### src/rtl/down_timer_if.sv
// down_timer_if: control/status bundle for down_timer.
//   master: drives load, load_val, start, stop, auto_reload; observes count, tc, busy, done.
//   slave : the timer itself; the direction of every signal is the reverse of master.
// CNT_W sets the width of load_val and count and must match the attached timer.
interface down_timer_if #(
   parameter int unsigned CNT_W = 8
);
   logic             load;
   logic [CNT_W-1:0] load_val;
   logic             start;
   logic             stop;
   logic             auto_reload;
   logic [CNT_W-1:0] count;
   logic             tc;
   logic             busy;
   logic             done;

   modport master (
      output load, load_val, start, stop, auto_reload,
      input  count, tc, busy, done
   );

   modport slave (
      input  load, load_val, start, stop, auto_reload,
      output count, tc, busy, done
   );
endinterface

### src/rtl/down_timer.sv
// down_timer: loadable down-counter with terminal-count detection.
// It runs in one-shot or auto-reload mode and supports pause and resume.
//   clk   : rising-edge clock
//   rst_n : asynchronous active-low reset
//   bus   : down_timer_if.slave
//     load/load_val : load count and reload register, then go idle
//     start / stop  : level-sampled run/resume/restart and pause requests
//     auto_reload   : periodic mode, sampled only at terminal count
//     count         : registered counter value
//     tc            : combinational, high when running at count 0
//     busy / done   : registered RUN / EXPIRED status
// On each edge the priority is load, then stop, then start, then counting.
module down_timer #(
   parameter int unsigned CNT_W = 8
) (
   input logic         clk,
   input logic         rst_n,
   down_timer_if.slave bus
);

   typedef enum logic [1:0] {StIdle, StRun, StExpired} state_e;

   localparam logic [CNT_W-1:0] One = {{(CNT_W-1){1'b0}}, 1'b1};

   state_e           state_q;
   logic [CNT_W-1:0] count_q;
   logic [CNT_W-1:0] reload_q;
   logic             busy_q;
   logic             done_q;

   // busy_q and done_q are updated alongside state_q so that they track StRun and StExpired.
   always_ff @(posedge clk or negedge rst_n) begin
      if (!rst_n) begin
         state_q  <= StIdle;
         count_q  <= '0;
         reload_q <= '0;
         busy_q   <= 1'b0;
         done_q   <= 1'b0;
      end else if (bus.load) begin
         count_q  <= bus.load_val;
         reload_q <= bus.load_val;
         state_q  <= StIdle;
         busy_q   <= 1'b0;
         done_q   <= 1'b0;
      end else begin
         unique case (state_q)
            StIdle: begin
               if (bus.start && !bus.stop) begin
                  state_q <= StRun;
                  busy_q  <= 1'b1;
               end
            end
            StRun: begin
               if (bus.stop) begin
                  state_q <= StIdle;
                  busy_q  <= 1'b0;
               end else if (count_q != '0) begin
                  count_q <= count_q - One;
               end else if (bus.auto_reload) begin
                  count_q <= reload_q;
               end else begin
                  state_q <= StExpired;
                  busy_q  <= 1'b0;
                  done_q  <= 1'b1;
               end
            end
            StExpired: begin
               // stop has no effect in this state, but it still masks a start in the same cycle.
               if (bus.start && !bus.stop) begin
                  count_q <= reload_q;
                  state_q <= StRun;
                  busy_q  <= 1'b1;
                  done_q  <= 1'b0;
               end
            end
            default: begin
               state_q <= StIdle;
               busy_q  <= 1'b0;
               done_q  <= 1'b0;
            end
         endcase
      end
   end

   assign bus.count = count_q;
   assign bus.tc    = (state_q == StRun) && (count_q == '0);
   assign bus.busy  = busy_q;
   assign bus.done  = done_q;

endmodule

### src/flat_wrapper.sv
// flat-port wrapper written by rule: the top's interface ports become plain ports
module down_timer_flat 
#(
   parameter int unsigned CNT_W = 8
)
  (clk, rst_n, bus_load, bus_load_val, bus_start, bus_stop, bus_auto_reload, bus_count, bus_tc, bus_busy, bus_done);
  down_timer_if #(.CNT_W(CNT_W)) bus_i ();
  input logic clk;
  input logic rst_n;
  input wire logic [$bits(bus_i.load)-1:0] bus_load;
  input wire logic [$bits(bus_i.load_val)-1:0] bus_load_val;
  input wire logic [$bits(bus_i.start)-1:0] bus_start;
  input wire logic [$bits(bus_i.stop)-1:0] bus_stop;
  input wire logic [$bits(bus_i.auto_reload)-1:0] bus_auto_reload;
  output wire logic [$bits(bus_i.count)-1:0] bus_count;
  output wire logic [$bits(bus_i.tc)-1:0] bus_tc;
  output wire logic [$bits(bus_i.busy)-1:0] bus_busy;
  output wire logic [$bits(bus_i.done)-1:0] bus_done;
  assign bus_i.load = bus_load;
  assign bus_i.load_val = bus_load_val;
  assign bus_i.start = bus_start;
  assign bus_i.stop = bus_stop;
  assign bus_i.auto_reload = bus_auto_reload;
  assign bus_count = bus_i.count;
  assign bus_tc = bus_i.tc;
  assign bus_busy = bus_i.busy;
  assign bus_done = bus_i.done;
  down_timer #(.CNT_W(CNT_W)) u_core (.clk(clk), .rst_n(rst_n), .bus(bus_i));
endmodule
### config.mk
export PLATFORM = sky130hd
export DESIGN_NAME = down_timer_flat
export DESIGN_NICKNAME = d
export VERILOG_FILES = /design/src/rtl/down_timer_if.sv /design/src/rtl/down_timer.sv /design/src/flat_wrapper.sv
export SDC_FILE = /design/constraint.sdc
export NUM_CORES = 1
export LEC_CHECK = 0
export ABC_AREA = 1
export CORE_ASPECT_RATIO = 0.75
export CORE_MARGIN = 8
export CORE_UTILIZATION = 40
export CTS_CLUSTER_SIZE = 20
export DETAILED_ROUTE_END_ITERATION = 16
export MAX_ROUTING_LAYER = met4
export PLACE_DENSITY_LB_ADDON = 0.2
export SYNTH_ARGS = -nofsm -noshare
export SYNTH_HDL_FRONTEND = slang
export SYNTH_SLANG_ARGS = --single-unit
### constraint.sdc
create_clock -name clk -period 3.7 [get_ports clk]
set_input_delay 0.555 -clock clk [delete_from_list [all_inputs] [get_ports clk]]
set_output_delay 0.555 -clock clk [all_outputs]
set_load 0.02 [all_outputs]
==> impl.org <==
** Detailed routing
- Routed len/inst :: 12.5 um
- Antenna Violating Nets Remaining :: 0
- 1st-pass router iterations :: 4
- For this block, the routed nets add up to 3050 um of wire.
- DRC violations left :: 0
- Vias per cell :: 4.74
- Number of DRC markers after the initial detailed-route iteration :: 32
- Detailed routing inserted a total of 1,153 vias.

** Placement
- Sum of net half-perimeters after detailed placement :: 2370 um
- Count of buffers inserted at the top-level ports :: 24
- Once placement finished, the instance area stood at 1510 sq um.
- GP Congestion :: around 0.85
- Cell Count Post-Placement :: between 200 and 250

** Timing
- Dividing the final minimum period by the clock period gives 0.662.
- Worst-case clock skew :: 0.00911 ns
- Max-slew violation count :: 0
- Setup repair after global routing left no endpoint under its margin.
- The count of endpoints failing hold in the final timing report came to 0.
- Sum Neg Setup Slack :: 0 ns
- Setup-failing EPs final :: 0
- Final critical-path required period :: 2.45 ns
- Measured against its own limit, the worst slew margin works out to 0.385.
- Derived from the worst setup path, the maximum achievable clock frequency is about 0.41 GHz.
- Worst Tran Pin Value :: 0.920 ns

** Yosys
- The share of synthesized area in the top cell type comes to 0.404.
- In this run, synthesis produced a sequential element count of 20.
- The number of different library cells used by synthesis comes to 22.
- For this run, the register share of the synthesized area comes to 0.404.
- Ranked by total cell area, the synthesized netlist is headed by sky130_fd_sc_hd__dfrtp_1, sky130_fd_sc_hd__nand2_1, sky130_fd_sc_hd__inv_1, sky130_fd_sc_hd__nand3_1, sky130_fd_sc_hd__nor2_2.
- Yosys warns :: 0
- Multiplexer fraction of the synthesized cell area :: 0
- Post-Syn Area :: 1240 sq um
- Of the total synthesized cell area, the portion taken by full adders, half adders and majority gates is 0.0202.
- Xor/xnor cell area share of the yosys netlist :: 0.0212
- sky130_fd_sc_hd__dfrtp_1 takes more of the synthesized area than any other cell.
- After technology mapping, the gate count stands at 179.
- Of the total synthesized cell area, the portion taken by AND, OR, NAND and NOR gates is 0.389.
- Area fraction in compound gates after synthesis :: 0.0606
- Syn Area/Cell :: 6.92 sq um
- Counting every net in the synthesized netlist gives between 150 and 200.
- After synthesis, the largest family of logic cells by area is simple AND/OR/NAND/NOR gates.

** Clock tree
- Post-CTS Setup Inserts :: 0
- Clock-pin slew on the worst setup and hold paths :: approximately 0.08 ns
- Buffer cell driving the clock tree root :: sky130_fd_sc_hd__clkbuf_8
- Maximum buffer depth of the clock tree :: 2
- TritonCTS clock tree :: done
- Gates resized during post-CTS repair numbered 0.
- CTS saw 20 sinks.
- Clk_lat worst skew :: 0.26 ns
- Hold_buf cts :: 0
- H-tree levels :: 1
- Clock buffers created by TritonCTS :: 3

** Floorplanning
- Initial Util :: 0.419
- Die H :: 64.2 um
- Total core area :: ~3000 sq um
- I/O Pins :: 25
- Number of core rows :: 17
- Width of the die :: ~80 um
- Total Die Area :: 5150 sq um

** Setup path
- CP startpoint kind :: flop
- Type of element capturing the critical path :: primary output
- Along the worst path, the maximum fanout reaches 7.
- Data arrives at the worst endpoint at ~1.9 ns.
- For the worst setup path, the data required time is 3.14 ns.
- Category of the most critical setup path :: reg -> out

** Cells and area
- Summing all non-filler instances in the final layout gives an area of 1580 sq um.
- Net count, final :: 222
- Compared with the post-synthesis result, the final layout area differs by 27.5%.
- Of the cells placed in the final design, the portion with a size suffix greater than 1 is 0.112.
- The repair_antennas step left the layout with diodes totalling 0.
- Leaving out filler cells and counting taps, the final layout contains 243.
- Fill cells in the final layout number 293.

** GRT
- First-pass GRT wire length :: between 5000 and 6000 um
- Overflow left after global routing :: 0
- Global-route usage over all layers :: 0.131
- Vias in the first global route :: 1,172
- The number of antenna violations at the first check in global routing came to 0.
- Pin count of the biggest net entering global routing :: 21

** Status
- The flow ran to the end, and the final reports show no timing, DRC or antenna violations.

** Pwr
- Leakage component of the power :: 0.843 nW
- Summing internal, switching and leakage power gives 1.06 mW.
- Worst voltage drop across the vdd grid :: 308 uV
- Power Dens Cells :: 674 nW/um^2

** Worst hold path
- Tightest Hold Check Type :: reg -> reg

** Job
- The tool flagged a number of max-cap violations equal to 0.
-- cells in the final DEF, fill, tap and decap left out --
| cell type | count |
|---|---|
| sky130_fd_sc_hd__o21ai_0 | 8 |
| sky130_fd_sc_hd__inv_1 | 23 |
| sky130_fd_sc_hd__inv_4 | 1 |
| sky130_fd_sc_hd__clkdlybuf4s50_1 | 24 |
| sky130_fd_sc_hd__ha_1 | 2 |
| sky130_fd_sc_hd__clkbuf_8 | 3 |
| sky130_fd_sc_hd__o22ai_1 | 1 |
| sky130_fd_sc_hd__nor2_2 | 7 |
| sky130_fd_sc_hd__nand3_2 | 2 |
| sky130_fd_sc_hd__xnor2_1 | 1 |
| sky130_fd_sc_hd__bufinv_16 | 1 |
| sky130_fd_sc_hd__nand2_4 | 1 |
| sky130_fd_sc_hd__o21ai_1 | 2 |
| sky130_fd_sc_hd__nand2_1 | 72 |
| sky130_fd_sc_hd__nand2_2 | 1 |
| sky130_fd_sc_hd__xor2_1 | 2 |
| sky130_fd_sc_hd__nor2_1 | 10 |
| sky130_fd_sc_hd__nand3_1 | 15 |
| sky130_fd_sc_hd__dfrtp_1 | 20 |
| sky130_fd_sc_hd__nand3_4 | 1 |
| sky130_fd_sc_hd__a21oi_2 | 1 |
| sky130_fd_sc_hd__inv_2 | 5 |
| sky130_fd_sc_hd__a21oi_1 | 2 |
-- routing by layer --
layer,vias up,track usage,routed length [um]
li1,596,-,-
met1,527,0.156,1430
met2,22,0.205,1430
met3,8,0.0335,128
met4,0,0.0566,52
met5,-,-,0
-- layout make-up --
cell class | instances | area [sq um] | area share
multi-input cells | 128 | 608 | 0.385
flip-flops and latches | 20 | 500 | 0.317
repair buffers | 24 | 240 | 0.152
inverters | 29 | 111 | 0.0705
well taps | 38 | 47.5 | 0.0301
clock buffers | 3 | 41.3 | 0.0261
clock inverters | 1 | 30.0 | 0.0190
-- power by group --
group	switching, mW	internal, mW	total (mW)	leakage [nW]
Clock	0.0737	0.145	0.218	0.0357
Combinational	0.299	0.211	0.510	0.559
Sequential	0.0649	0.272	0.337	0.249
-- critical path: stages (launching register included) --
cell                              delay (ns)
sky130_fd_sc_hd__dfrtp_1                0.42
sky130_fd_sc_hd__inv_1                  0.11
sky130_fd_sc_hd__ha_1                   0.15
sky130_fd_sc_hd__nand2_1                0.07
sky130_fd_sc_hd__inv_1                  0.09
sky130_fd_sc_hd__nand2_4                0.08
sky130_fd_sc_hd__nor2_1                 0.10
sky130_fd_sc_hd__clkdlybuf4s50_1        0.61
-- per-stage QoR --
step	worst slack [ns]	util	hold slack, ns
5_1_grt	1.11	0.534	0.508
3_3_place_gp	1.41	0.510	0.467
3_5_place_dp	1.30	0.510	0.467
4_1_cts	1.23	0.534	0.485
6_report	1.25	0.534	0.482
2_1_floorplan	1.91	-	0.259
-- synthesized netlist by cell type --
cell / number
sky130_fd_sc_hd__a21oi_1: 2
sky130_fd_sc_hd__a21oi_2: 1
sky130_fd_sc_hd__buf_4: 1
sky130_fd_sc_hd__buf_6: 1
sky130_fd_sc_hd__dfrtp_1: 20
sky130_fd_sc_hd__ha_1: 2
sky130_fd_sc_hd__inv_1: 23
sky130_fd_sc_hd__inv_2: 5
sky130_fd_sc_hd__inv_4: 1
sky130_fd_sc_hd__nand2_1: 72
sky130_fd_sc_hd__nand2_2: 1
sky130_fd_sc_hd__nand2_4: 1
sky130_fd_sc_hd__nand3_1: 15
sky130_fd_sc_hd__nand3_2: 2
sky130_fd_sc_hd__nand3_4: 1
sky130_fd_sc_hd__nor2_1: 10
sky130_fd_sc_hd__nor2_2: 7
sky130_fd_sc_hd__o21ai_0: 8
sky130_fd_sc_hd__o21ai_1: 2
sky130_fd_sc_hd__o22ai_1: 1
sky130_fd_sc_hd__xnor2_1: 1
sky130_fd_sc_hd__xor2_1: 2
-- path summary, 6_finish.rpt --
kind                                                      start                         endpoint  slack, ns  depth (start not counted)
worst max-delay path            u_core.bus.count[0]$_DFFE_PN0P_                           bus_tc       1.25                          7
worst min-delay path                u_core.bus.busy$_DFFE_PN0P_      u_core.bus.busy$_DFFE_PN0P_       0.48                          2
worst max register to register  u_core.bus.count[0]$_DFFE_PN0P_  u_core.bus.count[6]$_DFFE_PN0P_       2.14                         10
worst min register to register      u_core.bus.busy$_DFFE_PN0P_      u_core.bus.busy$_DFFE_PN0P_       0.48                          2
max in group asynchronous                                 rst_n  u_core.bus.count[5]$_DFFE_PN0P_       2.33                          1
min in group asynchronous                                 rst_n      u_core.bus.busy$_DFFE_PN0P_       0.80                          1
-- cells by family (layout without fill, tap and decap cells) --
family,Yosys count,after routing
buf+inv,31,57
fa+ha+maj,2,2
compound gates,14,14
simple gates,109,109
flops,20,20
xor+xnor,3,3
-- state kept, by name (all words and copies together), names as in the netlist --
| register | count |
|---|---|
| u_core.reload_q | 8 |
| u_core.bus.busy | 1 |
| u_core.bus.done | 1 |
| u_core.bus.count | 8 |
| u_core.state_q | 2 |
Note: power is estimated with default switching activity, not from simulation.
